<file path="src/rtl/inverse_zigzag_buffer.sv">
// rtl/inverse_zigzag_buffer.sv - ping-pong 4x4 inverse zigzag reorder buffer
//
// Coefficients arrive in zigzag scan order and leave in raster order. Two
// banks alternate: one fills while the other drains, which sustains one
// coefficient per cycle in and out.
//
// Ports:
//   clk, rst          clock, asynchronous active-low reset
//   clr               synchronous flush of both banks and both counters
//   in_valid/in_ready/in_data                 zigzag-order input stream
//   out_valid/out_ready/out_data/out_idx/out_last  raster-order output stream
//   blocks_stored     number of banks holding a complete block (0..2)
module inverse_zigzag_buffer #(
    parameter int WIDTH     = 9,
    parameter int addrWIDTH = 4,
    parameter int DEPTH     = 16
) (
    input  logic                 clk,
    input  logic                 rst,
    input  logic                 clr,
    input  logic                 in_valid,
    input  logic [WIDTH-1:0]     in_data,
    output logic                 in_ready,
    output logic                 out_valid,
    output logic [WIDTH-1:0]     out_data,
    output logic [addrWIDTH-1:0] out_idx,
    output logic                 out_last,
    input  logic                 out_ready,
    output logic [1:0]           blocks_stored
);

    typedef enum logic [1:0] {
        EMPTY    = 2'd0,
        FILLING  = 2'd1,
        FULL     = 2'd2,
        DRAINING = 2'd3
    } bank_state_e;

    localparam logic [addrWIDTH-1:0] LAST = addrWIDTH'(DEPTH - 1);

    // Raster address for the k-th coefficient of the zigzag scan.
    localparam logic [addrWIDTH-1:0] ZZ [16] = '{
        4'd0, 4'd1, 4'd4, 4'd8, 4'd5, 4'd2, 4'd3, 4'd6,
        4'd9, 4'd12, 4'd13, 4'd10, 4'd7, 4'd11, 4'd14, 4'd15
    };

    bank_state_e          bank_q [2];
    bank_state_e          bank_d [2];
    logic                 wp_q, wp_d;
    logic                 rp_q, rp_d;
    logic [addrWIDTH-1:0] k_q, k_d;
    logic [addrWIDTH-1:0] r_q, r_d;
    logic [WIDTH-1:0]     mem_q [2][DEPTH];

    logic wr_fire;
    logic rd_fire;
    logic stored0;
    logic stored1;

    assign in_ready  = (bank_q[wp_q] == EMPTY) || (bank_q[wp_q] == FILLING);
    assign out_valid = (bank_q[rp_q] == FULL)  || (bank_q[rp_q] == DRAINING);
    assign wr_fire   = in_valid && in_ready;
    assign rd_fire   = out_valid && out_ready;

    // Gated so the output reads zero whenever nothing valid is presented
    // (including during reset), since the storage itself is never cleared.
    assign out_data = out_valid ? mem_q[rp_q][r_q] : '0;
    assign out_idx  = r_q;
    assign out_last = (r_q == LAST);

    assign stored0       = (bank_q[0] == FULL) || (bank_q[0] == DRAINING);
    assign stored1       = (bank_q[1] == FULL) || (bank_q[1] == DRAINING);
    assign blocks_stored = 2'(stored0) + 2'(stored1);

    // A write and a read can fire together only on different banks: the
    // write bank must be EMPTY/FILLING while the read bank is FULL/DRAINING.
    always_comb begin
        bank_d[0] = bank_q[0];
        bank_d[1] = bank_q[1];
        wp_d      = wp_q;
        rp_d      = rp_q;
        k_d       = k_q;
        r_d       = r_q;
        if (clr) begin
            bank_d[0] = EMPTY;
            bank_d[1] = EMPTY;
            wp_d      = 1'b0;
            rp_d      = 1'b0;
            k_d       = '0;
            r_d       = '0;
        end else begin
            if (wr_fire) begin
                if (k_q == LAST) begin
                    bank_d[wp_q] = FULL;
                    k_d          = '0;
                    wp_d         = ~wp_q;
                end else begin
                    bank_d[wp_q] = FILLING;
                    k_d          = k_q + 1'b1;
                end
            end
            if (rd_fire) begin
                if (r_q == LAST) begin
                    bank_d[rp_q] = EMPTY;
                    r_d          = '0;
                    rp_d         = ~rp_q;
                end else begin
                    bank_d[rp_q] = DRAINING;
                    r_d          = r_q + 1'b1;
                end
            end
        end
    end

    always_ff @(posedge clk or negedge rst) begin
        if (!rst) begin
            bank_q[0] <= EMPTY;
            bank_q[1] <= EMPTY;
            wp_q      <= 1'b0;
            rp_q      <= 1'b0;
            k_q       <= '0;
            r_q       <= '0;
        end else begin
            bank_q[0] <= bank_d[0];
            bank_q[1] <= bank_d[1];
            wp_q      <= wp_d;
            rp_q      <= rp_d;
            k_q       <= k_d;
            r_q       <= r_d;
        end
    end

    always_ff @(posedge clk) begin
        if (wr_fire && !clr) begin
            mem_q[wp_q][ZZ[k_q]] <= in_data;
        end
    end

endmodule

</file>
<file path="config.mk">
export PLATFORM = sky130hd
export DESIGN_NAME = inverse_zigzag_buffer
export DESIGN_NICKNAME = d
export VERILOG_FILES = /design/src/rtl/inverse_zigzag_buffer.sv
export SDC_FILE = /design/constraint.sdc
export NUM_CORES = 1
export LEC_CHECK = 0
export BUFFER_PORTS_ARGS = -buffer_cell sky130_fd_sc_hd__buf_2
export CORE_ASPECT_RATIO = 1.75
export CORE_MARGIN = 2
export CORE_UTILIZATION = 62
export CTS_BUF_LIST = sky130_fd_sc_hd__clkbuf_16
export DETAILED_ROUTE_END_ITERATION = 6
export GPL_TIMING_DRIVEN = 0
export PLACE_DENSITY = 0.77
export SLEW_MARGIN = 15
export SYNTH_ARGS = -nofsm -noshare
export SYNTH_HDL_FRONTEND = slang
export SYNTH_SLANG_ARGS = --single-unit
</file>
<file path="constraint.sdc">
create_clock -name clk -period 3.1 [get_ports clk]
set_input_delay 0.31 -clock clk [delete_from_list [all_inputs] [get_ports clk]]
set_output_delay 0.31 -clock clk [all_outputs]
set_load 0.005 [all_outputs]
</file>
==> results.toml, run 1 <==
[yosys]
syn_inst = 630
synth.area.top_cells = "edfxtp_1, mux4_2, mux2i_1"
synth_edf_count = 288
syn_avg_cell_area_um2 = 19.4
synth.most_common_cell = "edfxtp_1"
synth_seq_area_share = 0.732
synth_area_um2 = 12200
synth_seq_cells = 300
synth_top_flop_cell = "edfxtp_1"
synth_top_cell_by_area = "edfxtp_1"
synthArstFlopShare = 0.0400
synth_warnings = 0
syn_nets = 656
synth_cell_types = 45
synth_common_cells = "edfxtp_1, mux4_2, nor2_1"
synth.top_cell.area_share = 0.708

[timing]
setup_ws_ps = -155
hold_violations = 0
rsz0062_at_grt = "true"
finClkSkew_ps = 18.2
slew_headroom = 0.0448
fmax_mhz = 307
worstMarginPinSlew_ps = 1420
setup_viol = 123
finalCritPeriodShare = 1.05
min_period_ps = 3260
slew_violations = 0

[final_layout]
drive_gt1_frac = 0.258
finish.net_count = 716
area_growth_pct = 12.4
final_cells = 954
fill_cells = 1176
diodes = 0

[status]
status = "finished with violations"
violations = "setup timing"

[detailed_routing]
firstDrtPassIters = 6
wl_per_cell_um = 29.3
via_per_inst = 6.80
drt_iter0_drc = 778
route.detailed.drc = 0
routed-via-count = 6484
drt_wl_total_um = 28000
postRouteAntennaNets = 0

[die]
die-area_um2 = 20900
die_y_um = 190
ioPinCount = 32
start_util = 0.624
rows = 68
core_area_um2 = 19600
die_w_um = 110

[pwr]
swShare = 0.193
switching_power_mw = 1.53
pwr-share-comb = 0.024
vdd_drop_max_mv = 0.583
finalPower_mw = 7.93
pwr-share-clk = 0.413
pwr-share-seq = 0.563
cell_internal_pwr_mw = 6.40
powerDensity_nw_per_um2 = 578
leakagePower_nw = 4.39

[setup_path]
worst_ep_required_time_ps = 3240
reg2reg_slack_ps = -160
reg2regPathDepth = 6
path_max_fanout = 9
arrival_ps = 3400
crit_path_end_kind = "flip-flop"
r2r-end = "mem_q[1][64]$_DFFE_PP_"
worstSetupStartpointType = "flip-flop"
worstSetupStartpoint = "k_q[0]$_DFFE_PN0P_"
reg2reg_from = "k_q[0]$_DFFE_PN0P_"
crit_type = "reg -> reg"

[global_route]
grt.met3_usage = 0.0315
grt_pass1_wl_um = 40600
globalRouteMet1Util = 0.338
grt_pass1_vias = 6491
grtUsageTotal = 0.276
globalRoute.totalOverflow = 0
antenna_found_initial = 0
grt_max_degree = 33
busiest_layer = "met2"
use_met2 = 0.475

[clock_network]
clock_sinks = 300
cts_tree = "yes"
clockBufferDepth = 3
cts_htree_levels = 1
cts-root-buf = "clkbuf_16"
numCtsBuffers = 26
clock_latency_ps = 530
clk_pin_slew_ps = 70

[worst_hold_path]
min_path_cells = 3
holdPathEnd = "k_q[2]$_DFFE_PN0P_"
holdCritPathClass = "in -> reg"
hp-start = "in_valid"

[place]
place.detailed.hpwl_um = 18600
place.gp.congestion = 1.03
placedCellCount = 903
port_buffers = 28

[job]
cap_violations = 0
==> per-stage QoR <==
stage | hold WS [ps] | instance area (um^2) | utilization | TNS (ps) | setup slack (ps)
CTS | 149 | 13600 | 0.695 | -3300 | -153
detailed placement | 220 | 12700 | 0.647 | -8020 | -130
finish | 152 | 13700 | 0.702 | -6880 | -155
global route | 189 | 13700 | 0.702 | -28630 | -256
floorplan | 14.4 | 12200 | - | 0 | 658
global placement | 209 | 12700 | 0.647 | -2400 | -74.3
==> power groups by stage <==
stage	Clock, mW	Combinational [mW]	Sequential [mW]
global route	3.47	0.198	4.47
finish	3.28	0.188	4.47
global placement	0	0.164	4.55
floorplan	0	0.0660	4.55
CTS	3.31	0.179	4.47
detailed placement	0	0.173	4.55
==> worst max path at each step <==
stage,endpoint,slack (ps),cells after the start
final,mem_q[1][64]$_DFFE_PP_,-160,6
after CTS,mem_q[0][106]$_DFFE_PP_,-150,6
after detailed placement,mem_q[0][53]$_DFFE_PP_,-130,6
after global placement,mem_q[0][53]$_DFFE_PP_,-70,6
after floorplan,mem_q[0][0]$_DFFE_PP_,660,6
after global routing,mem_q[1][62]$_DFFE_PP_,-260,6
==> cells by family after synthesis <==
family	after synthesis	synth area share
multiplexers	108	0.155
AO/OA/AOI/OAI	67	0.0394
flip-flops	300	0.732
XOR/XNOR	2	0.00143
buffers and inverters	47	0.0247
AND/OR/NAND/NOR	94	0.0348
adder cells (fa/ha/maj)	12	0.0123
==> worst max-delay path: stages, from the launching register on <==
cell and delay (ps):
dfrtp_1 540, inv_1 180, ha_1 260, mux2i_1 200, nor2_1 90, o21ai_1 1080
nor2_1 520
==> state kept, by name, summed over array words and instances (netlist names) <==
| signal | count |
|---|---|
| mem_q | 288 |
| k_q | 4 |
| out_idx | 4 |
| bank_q | 2 |
| rp_q | 1 |
| wp_q | 1 |
==> placed cells by master (no fill, tap or decap), types with 12 or more instances in the layout <==
| master | netlist | layout |
|---|---|---|
| nor2_2 | 0 | 22 |
| mux4_2 | 57 | 57 |
| mux2i_1 | 43 | 43 |
| ha_1 | 12 | 12 |
| nor2_1 | 47 | 19 |
| clkbuf_16 | 0 | 27 |
| a31oi_1 | 12 | 12 |
| edfxtp_1 | 288 | 288 |
| buf_2 | 7 | 35 |
| nand3_1 | 13 | 13 |
| dfrtp_1 | 12 | 12 |
| nand2_1 | 13 | 13 |
==> area by class of cell <==
class,instances,area (um^2),area share
Timing Repair Buffer,32,210,0.0153
Clock buffer,27,676,0.0492
Inverter,8,30.0,0.00219
Sequential cell,300,8950,0.652
Tap cell,245,307,0.0223
Clock inverter,20,195,0.0142
Multi-Input combinational cell,283,3090,0.225
Buffer,39,275,0.0200
==> metal layers <==
layer  vias to the layer above  wire length, um
li1                       2696                -
met1                      3321             9250
met2                       383            15000
met3                        84             1930
met4                         0             1800
met5                         -                0
==> what timing repair did <==
action,in CTS,in global routing
setup endpoints to repair,208,294
hold buffers,1,0
endpoints found under the hold margin,12,0
pin swaps,0,2
resized for setup,21,17
buffers inserted,0,3
No activity file was read; power rests on OpenSTA's default activity.
==> run 2: changes to the inputs <==
--- a/config.mk
+++ b/config.mk
@@ -5,12 +5,12 @@
 export SDC_FILE = /design/constraint.sdc
 export NUM_CORES = 1
 export LEC_CHECK = 0
-export BUFFER_PORTS_ARGS = -buffer_cell sky130_fd_sc_hd__buf_2
 export CORE_ASPECT_RATIO = 1.75
-export CORE_MARGIN = 2
-export CORE_UTILIZATION = 62
+export CORE_MARGIN = 4
+export CORE_UTILIZATION = 63
 export CTS_BUF_LIST = sky130_fd_sc_hd__clkbuf_16
 export DETAILED_ROUTE_END_ITERATION = 6
+export DONT_BUFFER_PORTS = 1
 export GPL_TIMING_DRIVEN = 0
 export PLACE_DENSITY = 0.77
 export SLEW_MARGIN = 15
==> results.toml, run 2 (synthesis results as in run 1) <==
[timing]
slew_headroom = 0.168
setup_viol = 18
hold_violations = 0
min_period_ps = 3130
setup_tns_ps = -513
slew_violations = 0
rsz0062_at_grt = "true"
finClkSkew_ps = 27.8
fmax_mhz = 319
finalCritPeriodShare = 1.01
setup_ws_ps = -33.1
worstMarginPinSlew_ps = 1240

[place]
placed_cell_area_um2 = 12500
place.detailed.hpwl_um = 18200
placedCellCount = 871
place.gp.congestion = 0.953
place_ws_ps = -52.3
port_buffers = 0

[final_layout]
final_cell_area_um2 = 13700
fill_cells = 1112
area_growth_pct = 11.8
drive_gt1_frac = 0.237
final_cell_mix = "edfxtp_1, mux4_2, mux2i_1, clkbuf_16, nor2_2"
layout_commonest_cell = "edfxtp_1"
largest_reg_flops = 288
final_cells = 929
finish.net_count = 696
diodes = 0

[worst_hold_path]
hp-start = "in_data[0]"
holdPathEnd = "mem_q[1][63]$_DFFE_PP_"
holdCritPathClass = "in -> reg"
min_path_cells = 1

[clock_network]
cts-root-buf = "clkbuf_16"
clock_latency_ps = 530
numCtsBuffers = 25
clk_pin_slew_ps = 70
clock_sinks = 300
cts_htree_levels = 1
cts_tree = "yes"
clockBufferDepth = 3

[detailed_routing]
drt_iter0_drc = 637
postRouteAntennaNets = 0
firstDrtPassIters = 5
route.detailed.drc = 0
via_per_inst = 6.83
wl_per_cell_um = 29.6
routed-via-count = 6349
drt_wl_total_um = 27500

[pwr]
powerDensity_nw_per_um2 = 561
finalPower_mw = 7.67
leakagePower_nw = 4.27
vdd_drop_max_mv = 0.514

[global_route]
globalRoute.totalOverflow = 0
grt_pass1_wl_um = 40900
grtUsageTotal = 0.260
grt_pass1_vias = 6568
grt_max_degree = 33
antenna_found_initial = 0

[setup_path]
reg2reg_slack_ps = -30
worstSetupStartpointType = "flip-flop"
worst_ep_required_time_ps = 3250
arrival_ps = 3290
reg2reg_from = "k_q[0]$_DFFE_PN0P_"
path_max_fanout = 9
crit_type = "reg -> reg"
worst_path_max_delay_cell = "nor2_1"
cpPeakStageDelay_ps = 800
crit_path_end_kind = "flip-flop"
reg2regPathDepth = 6
r2r-end = "mem_q[1][87]$_DFFE_PP_"
crit_chain = "inv_1 -> ha_1 -> mux2_2 -> mux2i_1 -> nand3_1 -> nor2_1"

[die]
start_util = 0.639
core_area_um2 = 19100
die_y_um = 192
rows = 67
die_w_um = 113
ioPinCount = 32
die-area_um2 = 21800

[status]
status = "finished with violations"
violations = "setup timing"

[job]
cap_violations = 0
run 2: worst max-delay path by stage:
stage,start,endpoint,slack [ps],cells after the start
detailed placement,k_q[0]$_DFFE_PN0P_,mem_q[0][50]$_DFFE_PP_,-50,6
global route,k_q[0]$_DFFE_PN0P_,mem_q[1][87]$_DFFE_PP_,-210,6
floorplan,k_q[0]$_DFFE_PN0P_,mem_q[0][0]$_DFFE_PP_,660,6
finish,k_q[0]$_DFFE_PN0P_,mem_q[1][87]$_DFFE_PP_,-30,6
global placement,k_q[0]$_DFFE_PN0P_,mem_q[1][120]$_DFFE_PP_,20,6
CTS,k_q[0]$_DFFE_PN0P_,mem_q[0][43]$_DFFE_PP_,-110,6
run 2: worst max-delay path: cells and delay by family (launching register included):
family / cells / cell delay, ps
and+or+nand+nor: 2 / 1060
muxes: 2 / 570
DFF: 1 / 530
adders and majority gates: 1 / 410
buffers and inverters: 1 / 190
run 2: per-layer routing:
metal,global-route usage,part of all wire,vias to the layer above
met5,0,0,-
met4,0.105,0.045,0
met3,0.0328,0.071,76
met2,0.477,0.56,345
met1,0.309,0.33,3262
li1,-,-,2666
run 2: area by class of cell:
| cell class | count | area [um^2] | share of cell area |
|---|---|---|---|
| sequential | 300 | 8950 | 0.655 |
| inverter | 8 | 30.0 | 0.00220 |
| tap | 241 | 302 | 0.0221 |
| multi-input combinational | 283 | 3110 | 0.228 |
| timing repair buffer | 13 | 230 | 0.0168 |
| buffer | 39 | 272 | 0.0199 |
| clock buffer | 25 | 626 | 0.0458 |
| clock inverter | 20 | 149 | 0.0109 |
run 2: metrics by stage:
stage                     utilization  hold slack [ps]
after floorplan                     -             14.4
after global placement          0.655             14.9
after detailed placement        0.655             14.7
after CTS                       0.706             67.1
after global routing            0.715             65.9
final                           0.715             69.2
run 2: power breakdown:
part	switching, mW	internal [mW]	total [mW]
Combinational	0.146	0.0556	0.201
Sequential	0.00934	4.46	4.46
Clock	1.37	1.64	3.00
run 2: repair_timing:
| action | 4_1_cts | 5_1_grt |
|---|---|---|
| endpoints found under the setup margin | 117 | 252 |
| hold buffers | 10 | 0 |
| endpoints found under the hold margin | 300 | 0 |
| buffers inserted | 0 | 3 |
| gates resized for setup | 12 | 31 |
| pin swaps | 0 | 3 |
